[src/rtl/pipelined_lane_accumulator_if.sv]
// Handshake bundle for the lane accumulator: beat input side and group-result output side.
interface pipelined_lane_accumulator_if #(
    parameter int WIDTH     = 3,
    parameter int LANES     = 4,
    parameter int ACC_WIDTH = 16
);
    logic                     in_valid;
    logic                     in_ready;
    logic [LANES*WIDTH-1:0]   in_data;
    logic                     in_first;
    logic                     in_last;
    logic                     out_valid;
    logic                     out_ready;
    logic [ACC_WIDTH-1:0]     out_data;
    logic                     out_ovf;

    modport master (
        output in_valid, in_data, in_first, in_last, out_ready,
        input  in_ready, out_valid, out_data, out_ovf
    );

    modport slave (
        input  in_valid, in_data, in_first, in_last, out_ready,
        output in_ready, out_valid, out_data, out_ovf
    );
endinterface

[src/rtl/pipelined_lane_accumulator.sv]
// Sums LANES unsigned operands per beat through a registered adder tree and
// accumulates beat sums into one result per first..last group.
module pipelined_lane_accumulator #(
    parameter int WIDTH     = 3,
    parameter int LANES     = 4,
    parameter int ACC_WIDTH = 16
) (
    input  logic                        clk,
    input  logic                        rst_n,
    pipelined_lane_accumulator_if.slave bus,
    output logic                        busy
);
    localparam int S  = $clog2(LANES);
    localparam int TW = WIDTH + S;
    localparam int EW = ACC_WIDTH + 1;

    logic stall;
    assign stall        = bus.out_valid && !bus.out_ready;
    assign bus.in_ready = !stall;

    logic [S-1:0] vld_d, vld_q, first_d, first_q, last_d, last_q;

    always_comb begin
        vld_d   = vld_q;
        first_d = first_q;
        last_d  = last_q;
        if (!stall) begin
            vld_d[0]   = bus.in_valid;
            first_d[0] = bus.in_valid && bus.in_first;
            last_d[0]  = bus.in_valid && bus.in_last;
            for (int k = 1; k < S; k++) begin
                vld_d[k]   = vld_q[k-1];
                first_d[k] = first_q[k-1];
                last_d[k]  = last_q[k-1];
            end
        end
    end

    always_ff @(posedge clk or negedge rst_n) begin
        if (!rst_n) begin
            vld_q   <= '0;
            first_q <= '0;
            last_q  <= '0;
        end else begin
            vld_q   <= vld_d;
            first_q <= first_d;
            last_q  <= last_d;
        end
    end

    // Each tree level halves the operand count and grows one bit, so sums stay exact.
    for (genvar j = 0; j < S; j++) begin : g_stage
        localparam int NO = LANES >> (j + 1);
        localparam int IW = WIDTH + j;
        localparam int OW = WIDTH + j + 1;

        logic [2*NO*IW-1:0] src;
        logic [NO*OW-1:0]   sum_d, sum_q;

        if (j == 0) begin : g_src_in
            assign src = bus.in_data;
        end else begin : g_src_prev
            assign src = g_stage[j-1].sum_q;
        end

        always_comb begin
            sum_d = '0;
            for (int k = 0; k < NO; k++) begin
                sum_d[k*OW +: OW] = OW'(src[2*k*IW +: IW]) + OW'(src[(2*k+1)*IW +: IW]);
            end
        end

        always_ff @(posedge clk or negedge rst_n) begin
            if (!rst_n) begin
                sum_q <= '0;
            end else if (!stall) begin
                sum_q <= sum_d;
            end
        end
    end

    logic [TW-1:0]        tree_sum;
    logic [ACC_WIDTH-1:0] acc_d, acc_q, acc_base, out_data_d, out_data_q;
    logic [EW-1:0]        sum_ext;
    logic                 ovf_d, ovf_q, out_valid_d, out_valid_q, out_ovf_d, out_ovf_q;

    assign tree_sum = g_stage[S-1].sum_q;

    // A first beat restarts both the sum and the sticky overflow before its own carry lands.
    always_comb begin
        acc_d       = acc_q;
        ovf_d       = ovf_q;
        out_data_d  = out_data_q;
        out_ovf_d   = out_ovf_q;
        out_valid_d = out_valid_q;
        acc_base    = first_q[S-1] ? '0 : acc_q;
        sum_ext     = EW'(acc_base) + EW'(tree_sum);
        if (out_valid_q && bus.out_ready) begin
            out_valid_d = 1'b0;
        end
        if (!stall && vld_q[S-1]) begin
            acc_d = sum_ext[ACC_WIDTH-1:0];
            ovf_d = (first_q[S-1] ? 1'b0 : ovf_q) | sum_ext[ACC_WIDTH];
            if (last_q[S-1]) begin
                out_data_d  = acc_d;
                out_ovf_d   = ovf_d;
                out_valid_d = 1'b1;
            end
        end
    end

    always_ff @(posedge clk or negedge rst_n) begin
        if (!rst_n) begin
            acc_q       <= '0;
            ovf_q       <= 1'b0;
            out_data_q  <= '0;
            out_ovf_q   <= 1'b0;
            out_valid_q <= 1'b0;
        end else begin
            acc_q       <= acc_d;
            ovf_q       <= ovf_d;
            out_data_q  <= out_data_d;
            out_ovf_q   <= out_ovf_d;
            out_valid_q <= out_valid_d;
        end
    end

    assign bus.out_valid = out_valid_q;
    assign bus.out_data  = out_data_q;
    assign bus.out_ovf   = out_ovf_q;
    assign busy          = (|vld_q) || out_valid_q;
endmodule

[src/flat_wrapper.sv]
// flat-port wrapper written by rule: the top's interface ports become plain ports
module pipelined_lane_accumulator_flat 
#(
    parameter int WIDTH     = 3,
    parameter int LANES     = 4,
    parameter int ACC_WIDTH = 16
)
  (clk, rst_n, busy, bus_in_valid, bus_in_data, bus_in_first, bus_in_last, bus_out_ready, bus_in_ready, bus_out_valid, bus_out_data, bus_out_ovf);
  pipelined_lane_accumulator_if #(.WIDTH(WIDTH), .LANES(LANES), .ACC_WIDTH(ACC_WIDTH)) bus_i ();
  input  logic clk;
  input  logic rst_n;
  output logic busy;
  input wire logic [$bits(bus_i.in_valid)-1:0] bus_in_valid;
  input wire logic [$bits(bus_i.in_data)-1:0] bus_in_data;
  input wire logic [$bits(bus_i.in_first)-1:0] bus_in_first;
  input wire logic [$bits(bus_i.in_last)-1:0] bus_in_last;
  input wire logic [$bits(bus_i.out_ready)-1:0] bus_out_ready;
  output wire logic [$bits(bus_i.in_ready)-1:0] bus_in_ready;
  output wire logic [$bits(bus_i.out_valid)-1:0] bus_out_valid;
  output wire logic [$bits(bus_i.out_data)-1:0] bus_out_data;
  output wire logic [$bits(bus_i.out_ovf)-1:0] bus_out_ovf;
  assign bus_i.in_valid = bus_in_valid;
  assign bus_i.in_data = bus_in_data;
  assign bus_i.in_first = bus_in_first;
  assign bus_i.in_last = bus_in_last;
  assign bus_i.out_ready = bus_out_ready;
  assign bus_in_ready = bus_i.in_ready;
  assign bus_out_valid = bus_i.out_valid;
  assign bus_out_data = bus_i.out_data;
  assign bus_out_ovf = bus_i.out_ovf;
  pipelined_lane_accumulator #(.WIDTH(WIDTH), .LANES(LANES), .ACC_WIDTH(ACC_WIDTH)) u_core (.clk(clk), .rst_n(rst_n), .bus(bus_i), .busy(busy));
endmodule
[config.mk]
export PLATFORM = sky130hd
export DESIGN_NAME = pipelined_lane_accumulator_flat
export DESIGN_NICKNAME = d
export VERILOG_FILES = /design/src/rtl/pipelined_lane_accumulator_if.sv /design/src/rtl/pipelined_lane_accumulator.sv /design/src/flat_wrapper.sv
export SDC_FILE = /design/constraint.sdc
export NUM_CORES = 1
export LEC_CHECK = 0
export ABC_CLOCK_PERIOD_IN_PS = 3300
export BUFFER_PORTS_ARGS = -buffer_cell sky130_fd_sc_hd__buf_4
export CORE_MARGIN = 1.5
export CORE_UTILIZATION = 31
export CTS_BUF_LIST = sky130_fd_sc_hd__clkbuf_16
export CTS_CLUSTER_DIAMETER = 100
export DETAILED_ROUTE_END_ITERATION = 10
export HOLD_SLACK_MARGIN = 0.12
export PLACE_DENSITY = 0.45
export SYNTH_ARGS = -nofsm -noshare
export SYNTH_HDL_FRONTEND = slang
export SYNTH_SLANG_ARGS = --single-unit
[constraint.sdc]
create_clock -name clk -period 3.3 [get_ports clk]
set_input_delay 0.165 -clock clk [delete_from_list [all_inputs] [get_ports clk]]
set_output_delay 0.165 -clock clk [all_outputs]
set_load 0.02 [all_outputs]
Word level (Yosys, flattened, before mapping)
Cells that the tools add are included.
{"block": "word_totals", "regBits": 54, "input_bits": 18, "word_cells": 30}
{"block": "op_classes", "addsub": 4, "mux": 5, "bitwise_logic": 1, "reduce_logical": 10}
{"op": "$add 16x5->17", "count": 1}
{"op": "$mux 16", "count": 1}
{"op": "$add 3x3->4", "count": 2}
{"op": "$add 4x4->5", "count": 1}
{"op": "$logic_and 1x1->1", "count": 5}
{"op": "$mux 1", "count": 4}
{"op": "$logic_not 1->1", "count": 2}
{"op": "$reduce_and 2->1", "count": 1}
{"op": "$reduce_or 2->1", "count": 1}
{"op": "$logic_or 1x1->1", "count": 1}
{"op": "$or 1x1->1", "count": 1}

Longest topological paths before layout
Gate-level depths: netlist of run 1.
{"block": "depth", "word_depth": 5, "mapped_depth": 10}

Least setup slack after synthesis of run 1
OpenSTA, ideal clock, no wires.
{"block": "synth_timing", "path_type": "register -> register", "from": "reg u_core.first_q[1]", "to": "reg u_core.acc_q[12]", "setup_ns": 0.126, "arrival_ns": 2.182, "required_ns": 3.174, "setup_slack_ns": 0.992, "stages_incl_launch_ff": 11, "path_buffers": 2, "period_less_slack_ns": 2.308, "path_cell_list": "dfrtp_1 > buf_2 > buf_2 > nor2b_1 > ha_1 > fa_1 > a211oi_1 > o21bai_2 > nand3_1 > nor4_1 > a221o_1"}
{"block": "synth_between", "elab_chain_len": 2}
{"item": "from (decl)", "line": "pipelined_lane_accumulator.sv:21", "text": "logic [S-1:0] vld_d, vld_q, first_d, first_q, last_d, last_q;"}
{"item": "from (signal assigned)", "line": "pipelined_lane_accumulator.sv:46", "text": "first_q <= first_d;"}
{"item": "$mux 16", "line": "pipelined_lane_accumulator.sv:96", "text": "acc_base = first_q[S-1] ? '0 : acc_q;"}
{"item": "$add 16x5->17", "line": "pipelined_lane_accumulator.sv:97", "text": "sum_ext = EW'(acc_base) + EW'(tree_sum);"}
{"item": "to (signal assigned)", "line": "pipelined_lane_accumulator.sv:114", "text": "acc_q <= '0;"}
{"item": "to (signal assigned)", "line": "pipelined_lane_accumulator.sv:120", "text": "acc_q <= acc_d;"}
{"item": "to (decl)", "line": "pipelined_lane_accumulator.sv:83", "text": "logic [ACC_WIDTH-1:0] acc_d, acc_q, acc_base, out_data_d, out_data_q;"}
Every way passes these cells.
A chain may end at the register's enable or synchronous reset.

Worst setup path after layout of run 1
Same ends and word-level chain as after synthesis.

==> qor.csv, run 1 <==
metric,value,unit
clock_latency,0.29,ns
design_area,0.00362,mm²
initial_core_util,0.321,
critical_path_class,reg -> reg,
vias,2166,
tritoncts,built,
worstPathRequired,3.48,ns
seqPwrFrac,0.350,
globalplace.congestion,0.831,
power_density,868,mW/mm²
hold_path.class,in -> reg,
status,finished clean,
endpoint_kind,flip-flop,
synth_area_leaders,"dfrtp_1, nand2_1, ha_1",
p_clk_frac,0.213,
grt_pass1_wl,11.0,mm
die_h,101,µm
cp-start-kind,flip-flop,
reg2reg_slack,0.65,ns
crit_fanout,20,
ys_dominant_reg_cell,dfrtp_1,
wl_per_cell,13.1,µm
finalHoldViolCount,0,
hpwlAfterDp,4.36,mm
die_area,0.0102,mm²
synth_warnings,0,
place_worst_setup_slack,0.598,ns
internal_power,1.94,mW
drv_cap,0,
path_clk_slew,0.07,ns
clk_path_buf_depth,2,
synth_edf_count,0,
ant_nets,0,
place_area,0.00339,mm²
cts_num_sinks,54,
min_to,u_core.g_stage[0].sum_q[4]$_DFFE_PN0N_,
drt_first_pass_iters,4,
ir_worst_vdd,0.000269,V
post_cts_buffers,0,
syn_inst,306,
yosysUniqueCellTypes,50,
io_buffer_count,37,
instances_no_fill,475,
fin_total_pwr,3.14,mW
reg2reg_depth,8,
period_share,0.804,
totalWireLength,6.20,mm
cts_buffers,5,
overflow,0,
synth_top_area_frac,0.453,
comb_power_share,0.437,
die_x,101,µm
yosysSeqAreaShare,0.453,
worstHoldStart,bus_in_data[9],
layout-drive-gt1-share,0.191,
utilization,0.390,
ios,38,
cp.arrival,2.83,ns
worst_pin_slew,0.757,ns
fmax,377,MHz
dp.cells,463,
syn2layout_area_growth,21.4,%
fp.coreArea,0.00928,mm²
synth_seq_cells,54,
antennaDiodeCount,0,
synth.cell_area,0.00298,mm²
worst_slack,0.646,ns
setup_tns,0,ns
hold_path_depth,4,
async_flop_share,1.00,
whs,0.192,ns
p_sw,1.20,mW
grt_usage,0.137,
nNetsFinal,382,
clockRootBuffer,clkbuf_16,
num_rows,35,
avgSynthCellArea,9.74,µm²
vias_per_cell,4.56,
htreeDepth,2,
swShare,0.382,
yosysTopAreaCell,dfrtp_1,
grt_max_degree,55,
drcViolationCount,0,
p_leak,1.71,nW
r2r_start,u_core.first_q[1]$_DFFE_PN0N_,
worstReg2RegEnd,u_core.acc_q[12]$_DFFE_PN0P_,
antenna_found_initial,0,
synthesis.nets,343,
min_period,2.65,ns
finClkSkew,0.00521,ns
first_iter_violations,62,
num-fill-cells,965,
grt_pass1_vias,2269,
setup_viol,0,
rsz0062_at_grt,false,
relSlewSlack,0.494,
maxSlewViolCount,0,
## worst max-delay path by stage
| stage | startpoint | end | cells after the start |
|---|---|---|---|
| 2_1_floorplan | u_core.first_q[1]$_DFFE_PN0N_ | u_core.acc_q[12]$_DFFE_PN0P_ | 10 |
| 3_3_place_gp | u_core.first_q[1]$_DFFE_PN0N_ | u_core.acc_q[11]$_DFFE_PN0P_ | 6 |
| 3_5_place_dp | u_core.first_q[1]$_DFFE_PN0N_ | u_core.acc_q[12]$_DFFE_PN0P_ | 8 |
| 4_1_cts | u_core.first_q[1]$_DFFE_PN0N_ | u_core.acc_q[12]$_DFFE_PN0P_ | 8 |
| 5_1_grt | u_core.first_q[1]$_DFFE_PN0N_ | u_core.acc_q[12]$_DFFE_PN0P_ | 8 |
| 6_report | u_core.first_q[1]$_DFFE_PN0N_ | u_core.acc_q[12]$_DFFE_PN0P_ | 8 |
## cells by family after synthesis
logic type,share of synthesized area
adders and majority gates,0.0898
buffers and inverters,0.0336
AOI/OAI and AO/OA,0.134
muxes,0.0361
DFF,0.453
xor gates and xnor gates,0.0529
and+or+nand+nor,0.201
## layer usage
metal / routed length, µm / track usage / up-vias / share of wire
li1: - / - / 1113 / -
met1: 3080 / 0.185 / 1010 / 0.50
met2: 2840 / 0.225 / 35 / 0.46
met3: 175 / 0.0215 / 8 / 0.028
met4: 107 / 0.0481 / 0 / 0.017
met5: 0 / 0 / - / 0
## flip-flops by register name, summed over array words and instances (netlist names)
register,count
u_core.bus.out_ovf,1
u_core.bus.out_valid,1
u_core.ovf_q,1
u_core.g_stage.sum_q,13
u_core.vld_q,2
u_core.bus.out_data,16
u_core.last_q,2
u_core.acc_q,16
u_core.first_q,2
## final cells by class
class	instances	area, µm²	area share
clock buffers	5	125	0.0346
inverters	13	48.8	0.0135
well taps	129	161	0.0446
flip-flops and latches	54	1350	0.373
clock inverters	3	63.8	0.0176
repair buffers	44	340	0.0940
multi-input cells	227	1530	0.423
## cell usage after synthesis, types with 3 or more instances
| master | instances |
|---|---|
| xor2_1 | 9 |
| o21ai_0 | 9 |
| mux2_2 | 5 |
| nor2_1 | 17 |
| a21o_1 | 5 |
| mux2i_1 | 4 |
| clkbuf_1 | 6 |
| nand3_1 | 8 |
| dfrtp_1 | 54 |
| fa_1 | 4 |
| xnor2_1 | 9 |
| nor2b_1 | 10 |
| a21oi_1 | 21 |
| o21ai_1 | 9 |
| ha_1 | 15 |
| nor3_1 | 4 |
| a22o_1 | 3 |
| inv_1 | 11 |
| buf_2 | 4 |
| nand2_1 | 63 |
## timing repair
item	4_1_cts	5_1_grt
endpoints found under the setup margin	0	0
gates resized for setup	0	0
hold buffers	4	0
endpoints found under the hold margin	57	0
## critical path, cell delays in order (launching register included)
cell      delay (ns)
dfrtp_1         0.78
nor2b_1         0.11
ha_1            0.24
fa_1            0.43
a211oi_1        0.32
o21bai_2        0.17
nand3_1         0.16
nor4_1          0.06
a221o_1         0.28
## placed cells by master (no fill, tap or decap), drive strengths merged, types with 4 or more instances in the layout
cell          n
ha           15
nor2         17
nor2b        11
mux2i         4
a21oi        22
xnor2         9
mux2          6
dfrtp        54
fa            4
a21o          5
o21ai        18
dlygate4sd3   4
buf          40
nand3         9
inv          12
nor3          4
nand2        65
clkbuf        5
xor2          9
## power groups by stage
stage                     Sequential [mW]  Combinational, mW  Clock [mW]
after global routing                 1.15               1.55       0.719
final                                1.10               1.37       0.670
after floorplan                      1.16              0.922           0
after global placement               1.11               1.38           0
after CTS                            1.11               1.40       0.694
after detailed placement             1.11               1.39           0
Note: power is estimated with default switching activity, not from simulation.
==> inputs of run 2 (changes only) <==
ABC_CLOCK_PERIOD_IN_PS = 2400   (was 3300)
PLACE_DENSITY = 0.47   (was 0.45)
clock period = 2.4 ns   (was 3.3 ns; I/O delays follow)
==> qor.csv, run 2 (synthesized netlist as in run 1, its figures left out) <==
metric,value,unit,change
grt_max_degree,55,,unchanged
crit_fanout,6,,was 20
cts_num_sinks,54,,unchanged
num_rows,35,,unchanged
grt_pass1_vias,2204,,was 2269
globalplace.congestion,0.791,,was 0.831
fmax,451,MHz,was 377 MHz
nNetsFinal,386,,was 382
hold_path_depth,4,,unchanged
grt_pass1_wl,10.9,mm,was 11.0 mm
initial_core_util,0.321,,unchanged
layout-drive-gt1-share,0.203,,was 0.191
worst_pin_slew,0.705,ns,was 0.757 ns
vias,2207,,was 2166
p_leak,1.72,nW,was 1.71 nW
overflow,0,,unchanged
final_cell_mix,"nand2_1, dfrtp_1, buf_4",,unchanged
fin_total_pwr,4.24,mW,was 3.14 mW
htreeDepth,2,,unchanged
endpoint_kind,flip-flop,,unchanged
instances_no_fill,479,,was 475
hpwlAfterDp,4.37,mm,was 4.36 mm
worstHoldStart,bus_in_data[9],,unchanged
status,finished clean,,unchanged
die_h,101,µm,unchanged
finalHoldViolCount,0,,unchanged
wl_per_cell,12.9,µm,was 13.1 µm
die_area,0.0102,mm²,unchanged
antennaDiodeCount,0,,unchanged
hold_path.class,in -> reg,,unchanged
setup_tns,0,ns,unchanged
drcViolationCount,0,,unchanged
path_clk_slew,0.07,ns,about the same
critical_path_class,reg -> reg,,unchanged
finClkSkew,0.00565,ns,was 0.00521 ns
ir_worst_vdd,0.000419,V,was 0.000269 V
dp.cells,467,,was 463
die_x,101,µm,unchanged
reg2reg_depth,8,,unchanged
drv_cap,0,,unchanged
relSlewSlack,0.530,,was 0.494
clock_latency,0.29,ns,about the same
totalWireLength,6.18,mm,was 6.20 mm
place_area,0.00342,mm²,was 0.00339 mm²
design_area,0.00363,mm²,was 0.00362 mm²
num-fill-cells,961,,was 965
first_iter_violations,27,,was 62
worstReg2RegEnd,u_core.acc_q[12]$_DFFE_PN0P_,,unchanged
cp.arrival,2.40,ns,was 2.83 ns
drt_first_pass_iters,4,,unchanged
ant_nets,0,,unchanged
reg2reg_slack,0.18,ns,was 0.65 ns
clk_path_buf_depth,2,,unchanged
multi_input_area,0.00153,mm²,unchanged
setup_viol,0,,unchanged
io_buffer_count,37,,unchanged
vias_per_cell,4.61,,was 4.56
r2r_start,u_core.acc_q[0]$_DFFE_PN0P_,,was u_core.first_q[1]$_DFFE_PN0N_
min_to,u_core.g_stage[0].sum_q[4]$_DFFE_PN0N_,,unchanged
fp.coreArea,0.00928,mm²,unchanged
register_area,0.00135,mm²,about the same
min_period,2.22,ns,was 2.65 ns
grt_usage,0.137,,about the same
cp-start-kind,flip-flop,,unchanged
syn2layout_area_growth,21.7,%,was 21.4%
antenna_found_initial,0,,unchanged
power_density,1170,mW/mm²,was 868 mW/mm²
worstPathRequired,2.58,ns,was 3.48 ns
final_common_cell,nand2_1,,unchanged
ios,38,,unchanged
tritoncts,built,,unchanged
rsz0062_at_grt,false,,unchanged
post_cts_buffers,0,,unchanged
clockRootBuffer,clkbuf_16,,unchanged
maxSlewViolCount,0,,unchanged
cts_buffers,5,,unchanged
period_share,0.925,,was 0.804
## run 2: cell types whose count changed in the layout (fill, tap and decap cells not counted), sizes merged
cell      previous run  this run
clkinv               2         1
inv                 12        13
buf                 40        44
bufinv               2         1
clkinvlp             0         1
## run 2: worst max-delay path by stage
stage / start / endpoint / slack [ns] / depth (start not counted)
floorplan: u_core.first_q[1]$_DFFE_PN0N_ / u_core.acc_q[12]$_DFFE_PN0P_ / 0.09 / 10
global placement: u_core.acc_q[0]$_DFFE_PN0P_ / u_core.acc_q[12]$_DFFE_PN0P_ / 0.24 / 8
detailed placement: u_core.acc_q[0]$_DFFE_PN0P_ / u_core.acc_q[12]$_DFFE_PN0P_ / 0.18 / 8
CTS: u_core.first_q[1]$_DFFE_PN0N_ / u_core.acc_q[12]$_DFFE_PN0P_ / 0.15 / 8
global route: u_core.acc_q[0]$_DFFE_PN0P_ / u_core.acc_q[12]$_DFFE_PN0P_ / 0.01 / 8
finish: u_core.acc_q[0]$_DFFE_PN0P_ / u_core.acc_q[12]$_DFFE_PN0P_ / 0.18 / 8
## run 2: critical path, cell delays in order (launching register included)
cell and delay (ns):
dfrtp_1 0.37, nor2b_1 0.13, ha_1 0.21, fa_1 0.43, a211oi_1 0.31, o21bai_2 0.17
nand3_1 0.16, nor4_1 0.06, a221o_1 0.27
## run 2: metrics by stage
step | util | hold slack (ns) | setup slack, ns
6_report | 0.391 | 0.139 | 0.180
2_1_floorplan | - | -0.176 | 0.0921
4_1_cts | 0.391 | 0.141 | 0.154
5_1_grt | 0.391 | 0.170 | 0.0134
3_3_place_gp | 0.369 | 0.230 | 0.239
3_5_place_dp | 0.369 | 0.227 | 0.175
## run 2: cell type report
class | instances | share of cell area
well taps | 129 | 0.0445
repair buffers | 48 | 0.102
clock inverters | 3 | 0.0114
flip-flops and latches | 54 | 0.373
multi-input cells | 227 | 0.422
clock buffers | 5 | 0.0345
inverters | 13 | 0.0134
## run 2: timing repair
item	4_1_cts	5_1_grt
hold buffers	4	0
gates resized for setup	0	1
hold endpoints to repair	57	0
setup endpoints to repair	0	2
## run 2: power by group
group	total [mW]	internal (mW)	switching [mW]
registers	1.50	1.24	0.261
logic	1.92	0.851	1.07
clock network	0.822	0.489	0.333
## run 2: metal layers
layer	up-vias	global-route usage	share of wire
li1	1128	-	-
met1	1033	0.187	0.49
met2	37	0.217	0.46
met3	9	0.0264	0.028
met4	0	0.0449	0.017
met5	-	0	0
==> inputs of run 3 (changes only) <==
GPL_TIMING_DRIVEN = 0   (was unset)
==> qor.csv, run 3 (synthesized netlist as in run 1, its figures left out) <==
metric,value,unit,change
status,finished clean,,unchanged
cts_buffers,5,,unchanged
path_clk_slew,0.07,ns,about the same
finClkSkew,0.00295,ns,was 0.00565 ns
min_period,2.30,ns,was 2.22 ns
slowest_stage,fa_2,,was fa_1
antenna_found_initial,0,,unchanged
clockRootBuffer,clkbuf_16,,unchanged
worstPathRequired,2.58,ns,about the same
syn2layout_area_growth,25.0,%,was 21.7%
grt_max_degree,55,,unchanged
power_density,1170,mW/mm²,about the same
crit_path_frequent_cell,buf_6,,
clk_path_buf_depth,2,,unchanged
path_delay_family,adder cells,,was compound AO/OA/AOI/OAI gates
relSlewSlack,0.524,,was 0.530
vias_per_cell,4.63,,was 4.61
period_share,0.958,,was 0.925
grt_pass1_wl,11.4,mm,was 10.9 mm
critical_path_class,reg -> reg,,unchanged
grt_usage,0.144,,was 0.137
cts_num_sinks,54,,unchanged
ir_worst_vdd,0.000364,V,was 0.000419 V
drt_first_pass_iters,4,,unchanged
fp.coreArea,0.00928,mm²,unchanged
nNetsFinal,396,,was 386
num-fill-cells,970,,was 961
drv_cap,0,,unchanged
max_stage_delay,0.40,ns,was 0.43 ns
final_common_cell,nand2_1,,unchanged
endpoint_kind,flip-flop,,unchanged
die_x,101,µm,unchanged
cp.arrival,2.48,ns,was 2.40 ns
ios,38,,unchanged
initial_core_util,0.321,,unchanged
antennaDiodeCount,0,,unchanged
finalHoldViolCount,0,,unchanged
setup_viol,0,,unchanged
dp.cells,472,,was 467
place_worst_setup_slack,-0.320,ns,was 0.175 ns
register_area,0.00135,mm²,about the same
multi_input_area,0.00160,mm²,was 0.00153 mm²
maxSlewViolCount,0,,unchanged
rsz0062_at_grt,true,,was false
drcViolationCount,0,,unchanged
wl_per_cell,13.6,µm,was 12.9 µm
overflow,0,,unchanged
crit_buf_inv,2,,was 0
num_rows,35,,unchanged
hold_path.class,in -> reg,,unchanged
grt_pass1_vias,2272,,was 2204
hpwlAfterDp,4.64,mm,was 4.37 mm
first_iter_violations,43,,was 27
clock_latency,0.29,ns,about the same
final_cell_mix,"nand2_1, dfrtp_1, buf_4",,unchanged
io_buffer_count,37,,unchanged
cp-start-kind,flip-flop,,unchanged
worst_pin_slew,0.713,ns,was 0.705 ns
ant_nets,0,,unchanged
globalplace.congestion,0.795,,was 0.791
fmax,435,MHz,was 451 MHz
instances_no_fill,489,,was 479
htreeDepth,2,,unchanged
worst_slack,0.0998,ns,was 0.180 ns
die_h,101,µm,unchanged
die_area,0.0102,mm²,unchanged
cp_cell_sequence,"buf_6, buf_6, nor2b_1, ha_1, fa_2, a211oi_4, o21bai_4, nor3b_2, xor2_1, o21ai_1",,"was nor2b_1, ha_1, fa_1, a211oi_1, o21bai_2, nand3_1, nor4_1, a221o_1"
crit_fanout,10,,was 6
totalWireLength,6.65,mm,was 6.18 mm
layout-drive-gt1-share,0.239,,was 0.203
vias,2266,,was 2207
p_leak,1.73,nW,was 1.72 nW
tritoncts,built,,unchanged
run 3: what timing repair did:
action / 4_1_cts / 5_1_grt
buffers inserted: 0 / 5
hold endpoints to repair: 57 / 0
setup endpoints to repair: 22 / 15
hold buffers: 4 / 0
pin swaps: 3 / 4
gates resized for setup: 7 / 12
run 3: report_power, final:
group	leakage (nW)	internal (mW)	switching (mW)
combinational	1.01	0.971	1.16
sequential	0.649	1.24	0.246
clock	0.0698	0.387	0.341
run 3: stage by stage:
step / hold slack, ns / TNS, ns / utilization / instance area [µm²] / power (mW)
after floorplan: -0.176 / 0 / - / 2980 / 2.87
after global placement: 0.226 / -3.35 / 0.368 / 3420 / 3.44
after detailed placement: 0.228 / -3.35 / 0.368 / 3420 / 3.46
after CTS: 0.131 / 0 / 0.391 / 3630 / 4.23
after global routing: 0.186 / -0.0666 / 0.401 / 3730 / 4.72
final: 0.135 / 0 / 0.401 / 3730 / 4.35
run 3: final cells by class:
type                    instances  area share
plain buffers                  12      0.0171
clock buffers                   5      0.0336
clock inverters                 3     0.00571
inverters                      13      0.0131
multi-input cells             227       0.429
flip-flops and latches         54       0.363
well taps                     129      0.0433
repair buffers                 46      0.0954
run 3: metal layers:
metal  global-route usage  share of wire  up-vias
met4               0.0417          0.011        0
met3               0.0250          0.028       10
li1                     -              -     1140
met5                    0              0        -
met2                0.222           0.46       34
met1                0.205           0.50     1082
run 3: tightest hold or removal path: stages:
cell and delay, ns:
buf_4 0.08, ha_1 0.11, nand2_1 0.04, nand2_1 0.05
run 3: worst paths after layout:
check                                         startpoint                                     end  slack, ns  depth (start not counted)
max reg2reg                u_core.first_q[1]$_DFFE_PN0N_     u_core.bus.out_data[10]$_DFFE_PN0P_        0.1                         10
min in group asynchronous                          rst_n     u_core.bus.out_data[10]$_DFFE_PN0P_       0.42                          2
max                        u_core.first_q[1]$_DFFE_PN0N_     u_core.bus.out_data[10]$_DFFE_PN0P_        0.1                         10
min                                       bus_in_data[9]  u_core.g_stage[0].sum_q[4]$_DFFE_PN0N_       0.13                          4
max in group asynchronous                          rst_n  u_core.g_stage[0].sum_q[6]$_DFFE_PN0N_       1.51                          2
min reg2reg                 u_core.last_q[0]$_DFFE_PN0N_            u_core.last_q[0]$_DFFE_PN0N_       0.47                          2
